## config.mk

```make
export PLATFORM = sky130hd
export DESIGN_NAME = hour_ctrl_flat
export DESIGN_NICKNAME = d
export VERILOG_FILES = /design/src/rtl/hour_ctrl_if.sv /design/src/rtl/hour_ctrl.sv /design/src/flat_wrapper.sv
export SDC_FILE = /design/constraint.sdc
export NUM_CORES = 1
export LEC_CHECK = 0
export ABC_AREA = 1
export CAP_MARGIN = 20
export CORE_ASPECT_RATIO = 2
export CORE_MARGIN = 2
export CORE_UTILIZATION = 45
export DETAILED_ROUTE_END_ITERATION = 10
export PLACE_DENSITY = 0.78
export REMOVE_ABC_BUFFERS = 1
export SLEW_MARGIN = 40
export SYNTH_ARGS = -nofsm -noshare
export SYNTH_HDL_FRONTEND = slang
export SYNTH_SLANG_ARGS = --single-unit
```

## constraint.sdc

```tcl
create_clock -name clk -period 2.07 [get_ports clk]
set_clock_uncertainty 0.15 [all_clocks]
set_input_delay 0.207 -clock clk [delete_from_list [all_inputs] [get_ports clk]]
set_output_delay 0.207 -clock clk [all_outputs]
set_load 0.01 [all_outputs]
```

## src/rtl/hour_ctrl_if.sv

```systemverilog
// Bundle of preset, button, minute-stage and status signals around the
// hour stage / run controller of the countdown timer.
interface hour_ctrl_if;
  logic [3:0] set_hr_one;
  logic [3:0] set_hr_ten;
  logic       btn_start;
  logic       btn_pause;
  logic       btn_set;
  logic       minute;
  logic       min_zero;
  logic [3:0] one_h;
  logic [3:0] ten_h;
  logic       hour0;
  logic       start;
  logic       pause;
  logic       setting;
  logic       done;
  logic       alarm;

  // Driver side: presets, buttons and minute-stage feedback out; status in
  modport master (
    output set_hr_one, set_hr_ten, btn_start, btn_pause, btn_set, minute, min_zero,
    input  one_h, ten_h, hour0, start, pause, setting, done, alarm
  );

  // Controller side
  modport slave (
    input  set_hr_one, set_hr_ten, btn_start, btn_pause, btn_set, minute, min_zero,
    output one_h, ten_h, hour0, start, pause, setting, done, alarm
  );
endinterface

```

## src/rtl/hour_ctrl.sv

```systemverilog
// Hour stage and run controller: counts BCD hours down on minute borrows,
// sequences IDLE/SET/RUN/PAUSE/DONE and blinks the alarm once expired.
module hour_ctrl #(
  parameter int HR_TEN_MAX = 9,
  parameter int ALARM_DIV  = 25000000,
  parameter int ALARM_W    = 25
) (
  input logic        clk,
  input logic        rst_n,
  hour_ctrl_if.slave bus_if
);

  localparam logic [2:0] ST_IDLE  = 3'd0;
  localparam logic [2:0] ST_SET   = 3'd1;
  localparam logic [2:0] ST_RUN   = 3'd2;
  localparam logic [2:0] ST_PAUSE = 3'd3;
  localparam logic [2:0] ST_DONE  = 3'd4;

  localparam logic [3:0]         TEN_MAX    = 4'(HR_TEN_MAX);
  localparam logic [ALARM_W-1:0] ALARM_LAST = ALARM_W'(ALARM_DIV - 1);

  logic [2:0]         state_q, state_d;
  logic [3:0]         oneH_q, oneH_d;
  logic [3:0]         tenH_q, tenH_d;
  logic [ALARM_W-1:0] alarmCnt_q, alarmCnt_d;
  logic               alarm_q, alarm_d;
  logic [3:0]         presetOne, presetTen;
  logic               hourZero;

  assign hourZero = (oneH_q == 4'd0) && (tenH_q == 4'd0);

  // Clamp the preset digits to the largest legal values
  always_comb begin
    presetOne = (bus_if.set_hr_one > 4'd9) ? 4'd9 : bus_if.set_hr_one;
    presetTen = (bus_if.set_hr_ten > TEN_MAX) ? TEN_MAX : bus_if.set_hr_ten;
  end

  // Next-state logic; start outranks pause, which outranks set
  always_comb begin
    state_d = state_q;
    case (state_q)
      ST_IDLE: begin
        if (bus_if.btn_start)    state_d = ST_RUN;
        else if (bus_if.btn_set) state_d = ST_SET;
      end
      ST_SET: begin
        if (!bus_if.btn_set) state_d = ST_IDLE;
      end
      ST_RUN: begin
        if (bus_if.btn_start)                 state_d = ST_IDLE;
        else if (hourZero && bus_if.min_zero) state_d = ST_DONE;
        else if (bus_if.btn_pause)            state_d = ST_PAUSE;
      end
      ST_PAUSE: begin
        if (bus_if.btn_start)      state_d = ST_IDLE;
        else if (bus_if.btn_pause) state_d = ST_RUN;
      end
      ST_DONE: begin
        if (bus_if.btn_start || bus_if.btn_pause) state_d = ST_IDLE;
      end
      default: state_d = ST_IDLE;
    endcase
  end

  // Hour digits: preset load while idle/setting, borrow-driven countdown in RUN
  always_comb begin
    oneH_d = oneH_q;
    tenH_d = tenH_q;
    if (state_q == ST_IDLE || state_q == ST_SET) begin
      oneH_d = presetOne;
      tenH_d = presetTen;
    end else if (state_q == ST_RUN && bus_if.minute && !bus_if.btn_start && !hourZero) begin
      if (oneH_q == 4'd0) begin
        oneH_d = 4'd9;
        tenH_d = tenH_q - 4'd1;
      end else begin
        oneH_d = oneH_q - 4'd1;
      end
    end
  end

  // Alarm divider runs only while staying in DONE; otherwise held cleared
  always_comb begin
    alarmCnt_d = '0;
    alarm_d    = 1'b0;
    if (state_q == ST_DONE && state_d == ST_DONE) begin
      if (alarmCnt_q == ALARM_LAST) begin
        alarmCnt_d = '0;
        alarm_d    = ~alarm_q;
      end else begin
        alarmCnt_d = alarmCnt_q + 1'b1;
        alarm_d    = alarm_q;
      end
    end
  end

  // State, hours and alarm registers with asynchronous active-high reset
  always_ff @(posedge clk or posedge rst_n) begin
    if (rst_n) begin
      state_q    <= ST_IDLE;
      oneH_q     <= 4'd0;
      tenH_q     <= 4'd0;
      alarmCnt_q <= '0;
      alarm_q    <= 1'b0;
    end else begin
      state_q    <= state_d;
      oneH_q     <= oneH_d;
      tenH_q     <= tenH_d;
      alarmCnt_q <= alarmCnt_d;
      alarm_q    <= alarm_d;
    end
  end

  assign bus_if.one_h   = oneH_q;
  assign bus_if.ten_h   = tenH_q;
  assign bus_if.hour0   = hourZero;
  assign bus_if.start   = (state_q == ST_RUN) || (state_q == ST_PAUSE) || (state_q == ST_DONE);
  assign bus_if.pause   = (state_q == ST_PAUSE) || (state_q == ST_DONE);
  assign bus_if.setting = (state_q == ST_SET);
  assign bus_if.done    = (state_q == ST_DONE);
  assign bus_if.alarm   = alarm_q;

endmodule

```

## src/flat_wrapper.sv

```systemverilog
// flat-port wrapper written by rule: the top's interface ports become plain ports
module hour_ctrl_flat 
#(
  parameter int HR_TEN_MAX = 9,
  parameter int ALARM_DIV  = 25000000,
  parameter int ALARM_W    = 25
)
  (clk, rst_n, bus_if_set_hr_one, bus_if_set_hr_ten, bus_if_btn_start, bus_if_btn_pause, bus_if_btn_set, bus_if_minute, bus_if_min_zero, bus_if_one_h, bus_if_ten_h, bus_if_hour0, bus_if_start, bus_if_pause, bus_if_setting, bus_if_done, bus_if_alarm);
  hour_ctrl_if bus_if_i ();
  input logic clk;
  input logic rst_n;
  input wire logic [$bits(bus_if_i.set_hr_one)-1:0] bus_if_set_hr_one;
  input wire logic [$bits(bus_if_i.set_hr_ten)-1:0] bus_if_set_hr_ten;
  input wire logic [$bits(bus_if_i.btn_start)-1:0] bus_if_btn_start;
  input wire logic [$bits(bus_if_i.btn_pause)-1:0] bus_if_btn_pause;
  input wire logic [$bits(bus_if_i.btn_set)-1:0] bus_if_btn_set;
  input wire logic [$bits(bus_if_i.minute)-1:0] bus_if_minute;
  input wire logic [$bits(bus_if_i.min_zero)-1:0] bus_if_min_zero;
  output wire logic [$bits(bus_if_i.one_h)-1:0] bus_if_one_h;
  output wire logic [$bits(bus_if_i.ten_h)-1:0] bus_if_ten_h;
  output wire logic [$bits(bus_if_i.hour0)-1:0] bus_if_hour0;
  output wire logic [$bits(bus_if_i.start)-1:0] bus_if_start;
  output wire logic [$bits(bus_if_i.pause)-1:0] bus_if_pause;
  output wire logic [$bits(bus_if_i.setting)-1:0] bus_if_setting;
  output wire logic [$bits(bus_if_i.done)-1:0] bus_if_done;
  output wire logic [$bits(bus_if_i.alarm)-1:0] bus_if_alarm;
  assign bus_if_i.set_hr_one = bus_if_set_hr_one;
  assign bus_if_i.set_hr_ten = bus_if_set_hr_ten;
  assign bus_if_i.btn_start = bus_if_btn_start;
  assign bus_if_i.btn_pause = bus_if_btn_pause;
  assign bus_if_i.btn_set = bus_if_btn_set;
  assign bus_if_i.minute = bus_if_minute;
  assign bus_if_i.min_zero = bus_if_min_zero;
  assign bus_if_one_h = bus_if_i.one_h;
  assign bus_if_ten_h = bus_if_i.ten_h;
  assign bus_if_hour0 = bus_if_i.hour0;
  assign bus_if_start = bus_if_i.start;
  assign bus_if_pause = bus_if_i.pause;
  assign bus_if_setting = bus_if_i.setting;
  assign bus_if_done = bus_if_i.done;
  assign bus_if_alarm = bus_if_i.alarm;
  hour_ctrl #(.HR_TEN_MAX(HR_TEN_MAX), .ALARM_DIV(ALARM_DIV), .ALARM_W(ALARM_W)) u_core (.clk(clk), .rst_n(rst_n), .bus_if(bus_if_i));
endmodule
```

; ---- Word level (Yosys, flattened, before mapping)
; Cells that the tools add are included.
[totals]
regBits = 37
inputBits = 15
wordCells = 59
[classes]
add_sub_neg = 3
n_lt_le_gt_ge = 2
eq_ne = 7
n_mux = 22
bitwise_logic = 1
n_reduce_logical = 19
[op_table]
columns = cell, count
row1 = two-way mux 25 bit, 2
row2 = two-way mux 4 bit, 8
row3 = two-way mux 3 bit, 9
row4 = adder 25 x 1 -> 25 bit (second input constant), 1
row5 = == test 25 bit (second input constant), 1
row6 = one-hot mux 3 bit (5 select lines), 1
row7 = > comparator 4 bit (second input constant), 2
row8 = zero test 4 bit, 2
row9 = subtractor 4 x 1 -> 4 bit (second input constant), 2
row10 = == test 3 x 2 -> 1 bit (second input constant), 2
row11 = == test 3 bit (second input constant), 2
row12 = logical AND 1 bit, 6
row13 = logical OR 1 bit, 5
row14 = nonzero test 2 bit, 2
row15 = == test 3 x 1 -> 1 bit (second input constant), 1
row16 = zero test 3 bit, 1
row17 = zero test 1 bit, 2
row18 = two-way mux 1 bit, 2
row19 = inequality test 2 bit (second input constant), 1
row20 = AND reduction 2 bit, 1
row21 = inverter 1 bit, 1

; ---- Logic depth before layout (Yosys ltp)
[logic_depth]
word_depth = 9
ltp_mapped = 9
ltp_nobuf = 9

; ---- Worst setup path after synthesis
; OpenSTA, ideal clock, no wires.
[synth_timing]
kind = reg2reg
from = register u_core.alarmCnt_q[0]
to = register u_core.alarmCnt_q[11]
arrival_time_ns = 1.338
slack_ns = 0.464
stages_incl_launch_ff = 10
period_less_slack_ns = 1.606
cell_sequence = dfrtp_1 -> ha_1 -> nand2_2 -> nor2_4 -> nand3_1 -> nor2_1 -> nand2_1 -> nand2_2 -> buf_6 -> nor2_1
[synth_via]
elab_chain_len = 3
elab_cells_between_ends = 4
cone_classes = 1 x add/sub / 1 x eq/ne / 2 x mux
[synth_lines]
columns = item, line_no
row1 = start: declaration, hour_ctrl.sv:25  ; logic [ALARM_W-1:0] alarmCnt_q, alarmCnt_d;
row2 = start signal: assignment, hour_ctrl.sv:109  ; alarmCnt_q <= alarmCnt_d;
row3 = adder 25 x 1 -> 25 bit / == test 25 bit (equally long branches), "hour_ctrl.sv:91, hour_ctrl.sv:87"
row4 = two-way mux 25 bit *, hour_ctrl.sv:87  ; if (alarmCnt_q == ALARM_LAST) begin
row5 = two-way mux 25 bit *, hour_ctrl.sv:86  ; if (state_q == ST_DONE && state_d == ST_DONE) begin
row6 = via u_core.alarmCnt_d[11], hour_ctrl.sv:25
; Mark *: on every way through the listed nets, which the timed path passes. The rest lies on a longest branch.
; A chain may end at the register's enable or synchronous reset.

; ---- Final worst setup path
[layout_timing]
from = register u_core.state_q[2]
to = output port bus_if_setting
[layout_via]
elab_chain_len = 1
[layout_lines]
columns = item, line_no
row1 = start: declaration, hour_ctrl.sv:22  ; logic [2:0] state_q, state_d;
row2 = start signal: assignment, hour_ctrl.sv:106  ; state_q <= state_d;
row3 = == test 3 x 1 -> 1 bit, hour_ctrl.sv:119  ; assign bus_if.setting = (state_q == ST_SET);
row4 = end: declaration, flat_wrapper.sv:24  ; output wire logic [$bits(bus_if_i.setting)-1:0] bus_if_setting;
; Every way passes these cells.

==> flow_summary.yaml <==
placed_design:
  dp.cells: 442
  port_buffers: 28
  routabilityCongestion: 0.991
  place_ws_ns: 0.160
  place_area_sq_um: 2730
  dpl.hpwl_mm: 4.43
sta:
  timing.slew.headroom: 0.686
  slew_viol_final: 0
  setup_viol: 0
  worst_pin_slew_ns: 0.470
  min_period_ns: 1.99
  setup_tns_ns: 0
  hold_viol_final: 0
  worst_slack_ns: 0.0793
  holdWs_ns: 0.168
  fmax_ghz: 0.502
  rsz0062_at_grt: "no"
  timing.final.crit_share: 0.962
worst_setup_path:
  crit_family: "buffers and inverters"
  path_buf_inv: 4
  critPathSlowestCell: "clkdlybuf4s50_1"
  critPathMaxFanout: 4
  crit_path_end_kind: "primary output"
  r2r_start: "u_core.alarmCnt_q[1]"
  required_ns: 1.71
  crit_path_start: "u_core.state_q[2]"
  crit_arrival_ns: 1.63
  crit_chain: "inv_2, buf_4, nand3_2, inv_1, clkdlybuf4s50_1"
  max_stage_delay_ns: 0.54
  startpoint_type: "flip-flop"
  crit_type: "flip-flop to primary output"
finish:
  layout_commonest_cell: "nand2_1"
  layout_common_cells: "nand2_1, nor2_1, inv_1, dfrtp_1, nand3_1"
  final_nets: 412
  n_antenna_cell: 0
  syn_to_final_growth_pct: 20.4
  layout-drive-gt1-share: 0.0812
  design_area_sq_um: 2850
  fill_cells: 504
  stdcell_count: 452
floorplan:
  core-area_sq_um: 5090
  die_w_microns: 55.3
  start_util: 0.465
  placementRows: 37
  dieHeight_microns: 107
  dieArea_sq_um: 5890
  io_pins: 29
yosys:
  synthArstFlopShare: 1.00
  ys_seq_area_frac: 0.391
  ys_types: 23
  yosys_warnings: 0
  synth_edf_count: 0
  postSynthAreaPerCell_sq_um: 6.67
  ys_seq_elements: 37
  netlist_instances: 355
  netlist_area_sq_um: 2370
  synthFlopType: "dfrtp_1"
global_route:
  grt_usage: 0.217
  overflow: 0
  antenna_found_initial: 0
  grt_pass1_vias: 2334
  grt_start_max_net_pins: 38
  grt_pass1_wl_mm: 10.0
routing:
  finalWirelength_mm: 5.54
  dr.pass1.iters: 4
  wl_per_cell_microns: 12.3
  antenna_left: 0
  num_vias: 2277
  drc: 0
  drt_iter0_drc: 32
  via_per_inst: 5.04
power_and_ir_drop:
  ir_drop_uv: 698
  p_leak_nw: 1.29
  power_density_nw_per_um2: 872
clock_network:
  numClockSinks: 37
  cts_buffers: 5
  root_buffer: "clkbuf_8"
  htreeDepth: 2
  cts_tree: "done"
  clock_latency_ns: 0.29
  clock_path_buffers: 2
  clk_pin_slew_worst_paths_ns: 0.07
flow_run:
  maxCapViolCount: 0
outcome:
  outcome: "completed"
worst_hold_path:
  hold_path.class: "primary input to async pin"
[cells by family (layout without fill, tap and decap cells)]
logic type,count (synthesis),after routing,share of synthesized area
adders and majority gates,3,3,0.0158
and+or+nand+nor,234,234,0.415
xor gates and xnor gates,14,14,0.0518
buffers and inverters,49,88,0.0872
AOI/OAI and AO/OA,18,18,0.0396
DFF,37,37,0.391
[report_power, final]
| part | leakage (nW) | internal (mW) | switching (mW) | total, mW |
|---|---|---|---|---|
| combinational | 0.746 | 0.451 | 0.597 | 1.05 |
| sequential | 0.503 | 0.817 | 0.110 | 0.927 |
| clock | 0.0443 | 0.264 | 0.246 | 0.510 |
| total | 1.29 | 1.53 | 0.953 | 2.49 |
[worst paths after layout]
check / slack (ns) / end / depth (start not counted)
max in group asynchronous: 1.27 / u_core.bus_if.alarm / 3
setup reg to reg: 0.32 / u_core.alarmCnt_q[12] / 9
min in group clk: 0.32 / u_core.state_q[0] / 3
setup / recovery: 0.08 / bus_if_setting / 5
hold reg to reg: 0.40 / u_core.bus_if.alarm / 2
hold / removal: 0.17 / u_core.alarmCnt_q[0] / 3
[state kept, by name (all words and copies together), names as in the netlist]
signal / count
u_core.bus_if.alarm: 1
u_core.bus_if.one_h: 4
u_core.bus_if.ten_h: 4
u_core.state_q: 3
u_core.alarmCnt_q: 25
[area by class of cell]
class / instances / area (sq um) / area share
multi-input cells: 269 / 1240 / 0.436
flip-flops and latches: 37 / 926 / 0.325
repair buffers: 36 / 354 / 0.124
inverters: 45 / 169 / 0.0592
clock buffers: 7 / 86.3 / 0.0303
well taps: 58 / 72.6 / 0.0254
[tightest hold or removal path, stage by stage]
cell and delay [ns]:
clkdlybuf4s50_1 0.39, inv_1 0.05, buf_4 0.40
[per-stage QoR]
| stage | utilization | total power, mW |
|---|---|---|
| 2_1_floorplan | - | 1.57 |
| 3_3_place_gp | 0.537 | 1.92 |
| 4_1_cts | 0.558 | 2.51 |
| 6_report | 0.560 | 2.49 |
| 5_1_grt | 0.560 | 2.68 |
| 3_5_place_dp | 0.537 | 1.94 |
[Yosys cell counts (all sizes together), types with 2 or more instances]
library cell	count	area, sq um
nand2	118	458
xnor2	6	52.6
nor3	2	10.0
nand3	31	165
nand4	3	25.0
xor2	8	70.1
dfrtp	37	926
nor2	79	317
buf	4	37.5
inv	45	169
o21ai	11	55.1
a21oi	6	30.0
ha	3	37.5
[routing by layer]
metal | global-route usage | vias up | routed length, microns
met5 | 0 | - | 0
met4 | 0.174 | 0 | 420
met3 | 0.0253 | 26 | 145
met2 | 0.408 | 59 | 3070
met1 | 0.202 | 1025 | 1900
li1 | - | 1167 | -
[repair_timing]
item / in CTS / in global routing
resized for setup: 6 / 1
setup buffers: 2 / 1
pin swaps: 0 / 0
hold buffers: 0 / 0
setup endpoints to repair: 2 / 1
Power figures use the tool's default switching activity.
